File: src/rtl/cmd_screen_fifo_if.sv
// cmd_screen_fifo_if: command-in, command-out and response handshake bundle
interface cmd_screen_fifo_if #(
  parameter int CMD_W = 16
);
  logic [CMD_W-1:0] cmd_in;
  logic             cmd_in_rdy;
  logic             clr_cmd_in_rdy;
  logic [CMD_W-1:0] cmd_out;
  logic             cmd_out_rdy;
  logic             clr_cmd_out_rdy;
  logic [7:0]       resp_out;
  logic             send_resp;
  logic             resp_busy;
  modport master (
    output cmd_in, cmd_in_rdy, clr_cmd_out_rdy, resp_busy,
    input  clr_cmd_in_rdy, cmd_out, cmd_out_rdy, resp_out, send_resp
  );
  modport slave (
    input  cmd_in, cmd_in_rdy, clr_cmd_out_rdy, resp_busy,
    output clr_cmd_in_rdy, cmd_out, cmd_out_rdy, resp_out, send_resp
  );
endinterface

File: src/rtl/cmd_screen_fifo.sv
// cmd_screen_fifo: screens commands by opcode, queues legal ones, rejects the rest
module cmd_screen_fifo #(
  parameter int                    CMD_W      = 16,
  parameter int                    OP_W       = 4,
  parameter int                    DEPTH      = 4,
  parameter logic [2**OP_W-1:0]    VALID_MASK = 16'h001C,
  parameter logic [7:0]            NACK_BYTE  = 8'hEE,
  parameter logic [7:0]            FULL_BYTE  = 8'hEF,
  parameter int                    ERR_W      = 8
) (
  input  logic                         clk,
  input  logic                         rst,
  cmd_screen_fifo_if.slave             bus,
  output logic [$clog2(DEPTH+1)-1:0]   fifo_cnt,
  output logic [ERR_W-1:0]             err_cnt,
  output logic                         overflow,
  input  logic                         clr_err
);
  localparam int PW = $clog2(DEPTH);
  localparam int CW = $clog2(DEPTH+1);
  typedef enum logic [1:0] {IDLE, CHECK, RESP} state_t;
  state_t           state, state_n;
  logic [CMD_W-1:0] mem [DEPTH];
  logic [PW-1:0]    wr_ptr, rd_ptr;
  logic [CMD_W-1:0] cmd_q;
  logic [7:0]       resp_q;
  logic             clr_q;
  logic [OP_W-1:0]  op;
  logic             legal, full, pop, push, reject, ovf_set;
  assign bus.clr_cmd_in_rdy = clr_q;
  assign bus.cmd_out        = mem[rd_ptr];
  assign bus.cmd_out_rdy    = fifo_cnt != '0;
  assign bus.resp_out       = resp_q;
  // screening decision, FIFO strobes, next state and response strobe
  always_comb begin
    op        = cmd_q[CMD_W-1 -: OP_W];
    legal     = VALID_MASK[op];
    full      = fifo_cnt == CW'(DEPTH);
    pop       = bus.clr_cmd_out_rdy && fifo_cnt != '0;
    push      = state == CHECK && legal && (!full || pop);
    reject    = state == CHECK && !push;
    ovf_set   = reject && legal;
    state_n   = state == IDLE  ? (bus.cmd_in_rdy ? CHECK : IDLE) :
                state == CHECK ? (push ? IDLE : RESP) :
                                 (bus.resp_busy ? RESP : IDLE);
    bus.send_resp = state == RESP && !bus.resp_busy;
  end
  // state register
  always_ff @(posedge clk)
    state <= rst ? IDLE : state_n;
  // command capture, acknowledge pulse and reject byte selection
  always_ff @(posedge clk) begin
    if (rst) begin
      cmd_q  <= '0;
      clr_q  <= 1'b0;
      resp_q <= 8'h00;
    end else begin
      clr_q <= state == IDLE && bus.cmd_in_rdy;
      if (state == IDLE && bus.cmd_in_rdy) cmd_q <= bus.cmd_in;
      if (reject) resp_q <= legal ? FULL_BYTE : NACK_BYTE;
    end
  end
  // FIFO storage, no reset needed since reads are gated by occupancy
  always_ff @(posedge clk)
    if (push) mem[wr_ptr] <= cmd_q;
  // FIFO pointers and occupancy
  always_ff @(posedge clk) begin
    if (rst) begin
      wr_ptr   <= '0;
      rd_ptr   <= '0;
      fifo_cnt <= '0;
    end else begin
      if (push) wr_ptr <= wr_ptr == PW'(DEPTH-1) ? '0 : wr_ptr + 1'b1;
      if (pop)  rd_ptr <= rd_ptr == PW'(DEPTH-1) ? '0 : rd_ptr + 1'b1;
      fifo_cnt <= fifo_cnt + CW'(push) - CW'(pop);
    end
  end
  // reject statistics; a clear coinciding with an event keeps that event
  always_ff @(posedge clk) begin
    if (rst) begin
      err_cnt  <= '0;
      overflow <= 1'b0;
    end else begin
      if (clr_err) err_cnt <= reject ? ERR_W'(1) : '0;
      else if (reject && err_cnt != '1) err_cnt <= err_cnt + 1'b1;
      overflow <= clr_err ? ovf_set : overflow | ovf_set;
    end
  end
endmodule

File: src/flat_wrapper.sv
// flat-port wrapper written by rule: the top's interface ports become plain ports
module cmd_screen_fifo_flat 
#(
  parameter int                    CMD_W      = 16,
  parameter int                    OP_W       = 4,
  parameter int                    DEPTH      = 4,
  parameter logic [2**OP_W-1:0]    VALID_MASK = 16'h001C,
  parameter logic [7:0]            NACK_BYTE  = 8'hEE,
  parameter logic [7:0]            FULL_BYTE  = 8'hEF,
  parameter int                    ERR_W      = 8
)
  (clk, rst, fifo_cnt, err_cnt, overflow, clr_err, bus_cmd_in, bus_cmd_in_rdy, bus_clr_cmd_out_rdy, bus_resp_busy, bus_clr_cmd_in_rdy, bus_cmd_out, bus_cmd_out_rdy, bus_resp_out, bus_send_resp);
  cmd_screen_fifo_if #(.CMD_W(CMD_W)) bus_i ();
  input  logic clk;
  input  logic rst;
  output logic [$clog2(DEPTH+1)-1:0] fifo_cnt;
  output logic [ERR_W-1:0] err_cnt;
  output logic overflow;
  input  logic clr_err;
  input wire logic [$bits(bus_i.cmd_in)-1:0] bus_cmd_in;
  input wire logic [$bits(bus_i.cmd_in_rdy)-1:0] bus_cmd_in_rdy;
  input wire logic [$bits(bus_i.clr_cmd_out_rdy)-1:0] bus_clr_cmd_out_rdy;
  input wire logic [$bits(bus_i.resp_busy)-1:0] bus_resp_busy;
  output wire logic [$bits(bus_i.clr_cmd_in_rdy)-1:0] bus_clr_cmd_in_rdy;
  output wire logic [$bits(bus_i.cmd_out)-1:0] bus_cmd_out;
  output wire logic [$bits(bus_i.cmd_out_rdy)-1:0] bus_cmd_out_rdy;
  output wire logic [$bits(bus_i.resp_out)-1:0] bus_resp_out;
  output wire logic [$bits(bus_i.send_resp)-1:0] bus_send_resp;
  assign bus_i.cmd_in = bus_cmd_in;
  assign bus_i.cmd_in_rdy = bus_cmd_in_rdy;
  assign bus_i.clr_cmd_out_rdy = bus_clr_cmd_out_rdy;
  assign bus_i.resp_busy = bus_resp_busy;
  assign bus_clr_cmd_in_rdy = bus_i.clr_cmd_in_rdy;
  assign bus_cmd_out = bus_i.cmd_out;
  assign bus_cmd_out_rdy = bus_i.cmd_out_rdy;
  assign bus_resp_out = bus_i.resp_out;
  assign bus_send_resp = bus_i.send_resp;
  cmd_screen_fifo #(.CMD_W(CMD_W), .OP_W(OP_W), .DEPTH(DEPTH), .VALID_MASK(VALID_MASK), .NACK_BYTE(NACK_BYTE), .FULL_BYTE(FULL_BYTE), .ERR_W(ERR_W)) u_core (.clk(clk), .rst(rst), .bus(bus_i), .fifo_cnt(fifo_cnt), .err_cnt(err_cnt), .overflow(overflow), .clr_err(clr_err));
endmodule
File: config.mk
export PLATFORM = sky130hd
export DESIGN_NAME = cmd_screen_fifo_flat
export DESIGN_NICKNAME = d
export VERILOG_FILES = /design/src/rtl/cmd_screen_fifo_if.sv /design/src/rtl/cmd_screen_fifo.sv /design/src/flat_wrapper.sv
export SDC_FILE = /design/constraint.sdc
export NUM_CORES = 1
export LEC_CHECK = 0
export CELL_PAD_IN_SITES_DETAIL_PLACEMENT = 1
export CELL_PAD_IN_SITES_GLOBAL_PLACEMENT = 1
export CORE_ASPECT_RATIO = 2
export CORE_MARGIN = 4
export CORE_UTILIZATION = 49
export CTS_BUF_LIST = sky130_fd_sc_hd__clkbuf_8
export DETAILED_ROUTE_END_ITERATION = 7
export PLACE_DENSITY = 0.86
export SYNTH_ARGS = -nofsm -noshare
export SYNTH_HDL_FRONTEND = slang
export SYNTH_SLANG_ARGS = --single-unit
File: constraint.sdc
create_clock -name clk -period 5.75 [get_ports clk]
set_input_delay 0.8625 -clock clk [delete_from_list [all_inputs] [get_ports clk]]
set_output_delay 0.8625 -clock clk [all_outputs]
set_load 0.01 [all_outputs]
After elaboration in Yosys (flattened, before gate mapping)
Memories as Yosys holds them, arrays and structs flattened. A register that Yosys moved wholly into a read port is not among the register bits.
Index checks and enable logic that the tools add are counted.
- bits of input ports: 22
- memories: 2
- bits in read-only memories: 16
- bits in registers: 43
- output and inout port bits: 39
- bits in writable memories: 64
- equal/unequal tests: 6
- order comparisons: 1
- multiplexer cells: 19
- reduce and logical (&&, ||, !) cells: 15
- add/sub/neg operators: 5
- bitwise gates (word level): 1
- memories (name ; words ; bits a word ; read ports ; clocked after memory_dff ; write ports ; line ; RTL):
    u_core.mem ; 4 ; 16 ; 1 ; 1 ; 1 ; cmd_screen_fifo.sv:23 ; logic [CMD_W-1:0] mem [DEPTH];
    (name not given) ; 16 ; 1 ; 1 ; 1 ; 0 ; cmd_screen_fifo.sv:37 ; legal = VALID_MASK[op];
- operators with widths (operator ; count):
    $mux W2 ; 8
    $mux W8 ; 2
    $add A8 B1 Y8 const B ; 1
    $logic_and A1 B1 Y1 ; 8
    $mux W4 ; 2
    $ne A8 B8 Y1 const B ; 1
    $mux W1 ; 7
    $eq A2 B2 Y1 const B ; 3
    $lt A4 B5 Y1 const B ; 1
    $add A2 B1 Y2 const B ; 2
    $add A3 B1 Y3 ; 1
    $eq A3 B3 Y1 const B ; 1
    $logic_not A1 Y1 ; 3
    $reduce_bool A3 Y1 ; 1
    $sub A3 B1 Y3 ; 1
    $eq A2 B1 Y1 const B ; 1
    $logic_not A2 Y1 ; 1
    $reduce_bool A2 Y1 ; 1
    $logic_or A1 B1 Y1 ; 1
    $or A1 B1 Y1 ; 1

Depth between registers and ports, before layout
- depth after elaboration: 9
- depth in mapped cells: 8
- mapped depth without buffers: 8

Worst setup path after synthesis
OpenSTA, ideal clock, no wires.
- path kind: input-to-reg
- from: in bus_clr_cmd_out_rdy
- to: reg u_core.fifo_cnt[2]
- path slack: 2.999 ns
- buffers on the path: 1
- stages on the path: 8
- data arrival time: 2.623 ns
- setup time: 0.128 ns
- required time: 5.622 ns
- path through: or4b_4 > and3_2 > buf_2 > ha_1 > fa_1 > xnor2_1 > xnor2_1 > nor2_1
- cells in the longest elaborated chain, start to end: 5
- RTL lines (item ; line ; RTL):
    from (decl) ; flat_wrapper.sv:22 ; input wire logic [$bits(bus_i.clr_cmd_out_rdy)-1:0] bus_clr_cmd_out_rdy;
    $logic_and A1 B1 Y1 ; cmd_screen_fifo.sv:39 ; pop = bus.clr_cmd_out_rdy && fifo_cnt != '0;
    $logic_or A1 B1 Y1 ; cmd_screen_fifo.sv:40 ; push = state == CHECK && legal && (!full || pop);
    $logic_and A1 B1 Y1 ; cmd_screen_fifo.sv:40 ;
    named net u_core.push ; cmd_screen_fifo.sv:29 ; logic legal, full, pop, push, reject, ovf_set;
    $add A3 B1 Y3 ; cmd_screen_fifo.sv:75 ; fifo_cnt <= fifo_cnt + CW'(push) - CW'(pop);
    $sub A3 B1 Y3 ; cmd_screen_fifo.sv:75 ;
    to (signal assigned) ; cmd_screen_fifo.sv:75 ;
    to (decl) ; cmd_screen_fifo.sv:14 ; output logic [$clog2(DEPTH+1)-1:0] fifo_cnt,
The timed path passes the listed nets, and every way through them passes these cells.
A chain may end at the register's enable or synchronous reset.

==> qor.yml <==
synth.distinct_cells: 43
core-area_mm2: 0.00806
grt_pass1_vias: 2787
crit_chain: "mux4_2, clkdlybuf4s50_1"
hold_violations: 0
mostFrequentLayoutCells: "edfxtp_1, clkdlybuf4s50_1, nand2_1, dfxtp_1, a21oi_1"
fin_ws_ns: 2.33
viasPerCell: 5.51
worst_ep_arrival_time_ns: 2.55
firstDrtPassIters: 4
setup_tns_ns: 0
grtUsageMet1: 0.208
io_pins: 61
grt_usage: 0.197
vias: 2440
dp_slack_ns: 2.44
syn_nets: 319
layout-drive-gt1-share: 0.118
area_growth_pct: 20.3
core.rowCount: 46
period_minus_slack_ns: 3.42
postLayoutCoreUtil: 0.609
path_class: "reg -> out"
slowest_delay_ns: 1.05
cts_resized: 0
antenna_found_initial: 0
timing.critical_path.from_type: "flip-flop"
hpwlAfterDp_um: 6360
maxSlewViolCount: 0
die_w_um: 72.5
status: "finished clean"
rsz0062_at_grt: "no"
portBuffers: 59
power_mw: 1.63
async_flop_share: 0
cts_tree: "done"
root_buffer: "clkbuf_8"
finalCritPeriodShare: 0.594
grt_max_degree: 38
clock_latency_ns: 0.35
cts_buffer_depth: 2
cts.sinks: 104
hold_class: "reg -> reg"
crit_slowest_cell: "dfxtp_1"
power_density_mw_per_mm2: 333
nets: 372
start_util: 0.507
cts_buffers: 9
ys_seq_area_frac: 0.667
synth-edff-count: 64
synth-seq-cells: 104
post-cts-setup-buffers: 0
relSlewSlack: 0.269
cp.required_ns: 4.89
power.leakage_nw: 1.69
grt_util_met2: 0.373
syn_area_per_cell_um2: 14.1
postCtsHoldBufs: 0
tightest_slew_ns: 1.09
grt-ovfl-total: 0
ant_nets: 0
grt_pass1_wl_um: 14500
wire_per_inst_um: 20.2
setup_viol: 0
max_cap_viol_count: 0
route.detailed.drc: 0
synth_ff_type: "edfxtp_1"
syn_area_mm2: 0.00408
die_area_mm2: 0.00995
die-height_um: 137
crit_path_max_fanout: 16
n_antenna_cell: 0
layout_commonest_cell: "edfxtp_1"
clk_pin_slew_worst_paths_ns: 0.09
ys_warn_count: 0
wirelength_um: 8940
fmax_mhz: 293
htreeDepth: 3
met3_usage: 0.0346
syn_inst: 289
vdd_drop_max_mv: 0.192
place.gp.congestion: 0.746
endpoint_kind: "output port"
drtIter0Drc: 150
top_usage_layer: "met2"
skew_ns: 0.00728
-- path summary, 6_finish.rpt --
| path | start | end | slack, ns | cells past startpoint |
|---|---|---|---|---|
| worst min register to register | u_core.bus.resp_out[0] | u_core.bus.resp_out[0] | 0.48 | 2 |
| worst max-delay path | flip-flop | bus_cmd_out[15] | 2.33 | 2 |
| worst min-delay path | u_core.bus.resp_out[0] | u_core.bus.resp_out[0] | 0.48 | 2 |
| worst max register to register | u_core.fifo_cnt[1] | u_core.fifo_cnt[2] | 3.41 | 7 |
-- per-layer routing --
| metal | vias up | wire (um) |
|---|---|---|
| li1 | 1160 | - |
| met1 | 1219 | 3270 |
| met2 | 51 | 5230 |
| met3 | 10 | 261 |
| met4 | 0 | 175 |
| met5 | - | 0 |
-- power breakdown --
group / internal (mW) / leakage [nW] / switching (mW)
Combinational: 0.181 / 0.654 / 0.118
Sequential: 0.820 / 0.926 / 0.0536
Clock: 0.239 / 0.111 / 0.224
Total: 1.24 / 1.69 / 0.395
-- critical path, delay by kind of cell (launching register included) --
| kind | cells | cell delay [ns] |
|---|---|---|
| DFF | 1 | 1.05 |
| muxes | 1 | 0.63 |
| buffers and inverters | 1 | 0.51 |
-- sequential cells by signal, indices dropped and copies added (netlist names), 2 cells and up, named ones only --
register / flops
u_core.wr_ptr: 2
u_core.err_cnt: 8
u_core.state: 2
u_core.rd_ptr: 2
u_core.mem: 64
u_core.cmd_q: 16
u_core.fifo_cnt: 3
u_core.bus.resp_out: 2
-- cells in the mapped netlist, drive strengths merged, types with 4 or more instances --
cell type | n | area (um2)
and2 | 4 | 25.0
mux4 | 16 | 360
nor2b | 4 | 25.0
or3 | 4 | 26.3
clkbuf | 8 | 30.0
edfxtp | 64 | 1920
inv | 6 | 22.5
nand2 | 41 | 154
buf | 11 | 76.3
nor2 | 14 | 52.6
mux2i | 5 | 50.1
a21oi | 26 | 134
dfxtp | 40 | 801
o21ai | 4 | 20.0
and3 | 4 | 27.5
ha | 7 | 87.6
-- logic make-up after synthesis --
kind of cell             after synthesis  share of synthesized area
flip-flops                           104                      0.667
AND/OR/NAND/NOR                       86                      0.104
AO/OA/AOI/OAI                         42                     0.0659
buffers and inverters                 25                     0.0316
multiplexers                          21                      0.101
adder cells (fa/ha/maj)                8                     0.0264
XOR/XNOR                               2                    0.00429
other                                  1                   0.000919
-- layout make-up --
class	instances	area (um2)
timing repair buffer	61	606
fill	807	3150
clock inverter	7	80.1
multi-input combinational	160	1240
inverter	6	22.5
clock buffer	9	124
sequential	104	2720
tap	96	120
-- per-stage QoR --
step	hold WS [ns]	area [um2]	std cells
global placement	0.451	4710	427
finish	0.476	4910	443
floorplan	0.460	4080	289
detailed placement	0.456	4710	427
global route	0.505	4910	443
CTS	0.470	4910	443
No activity file was read; power rests on OpenSTA's default activity.
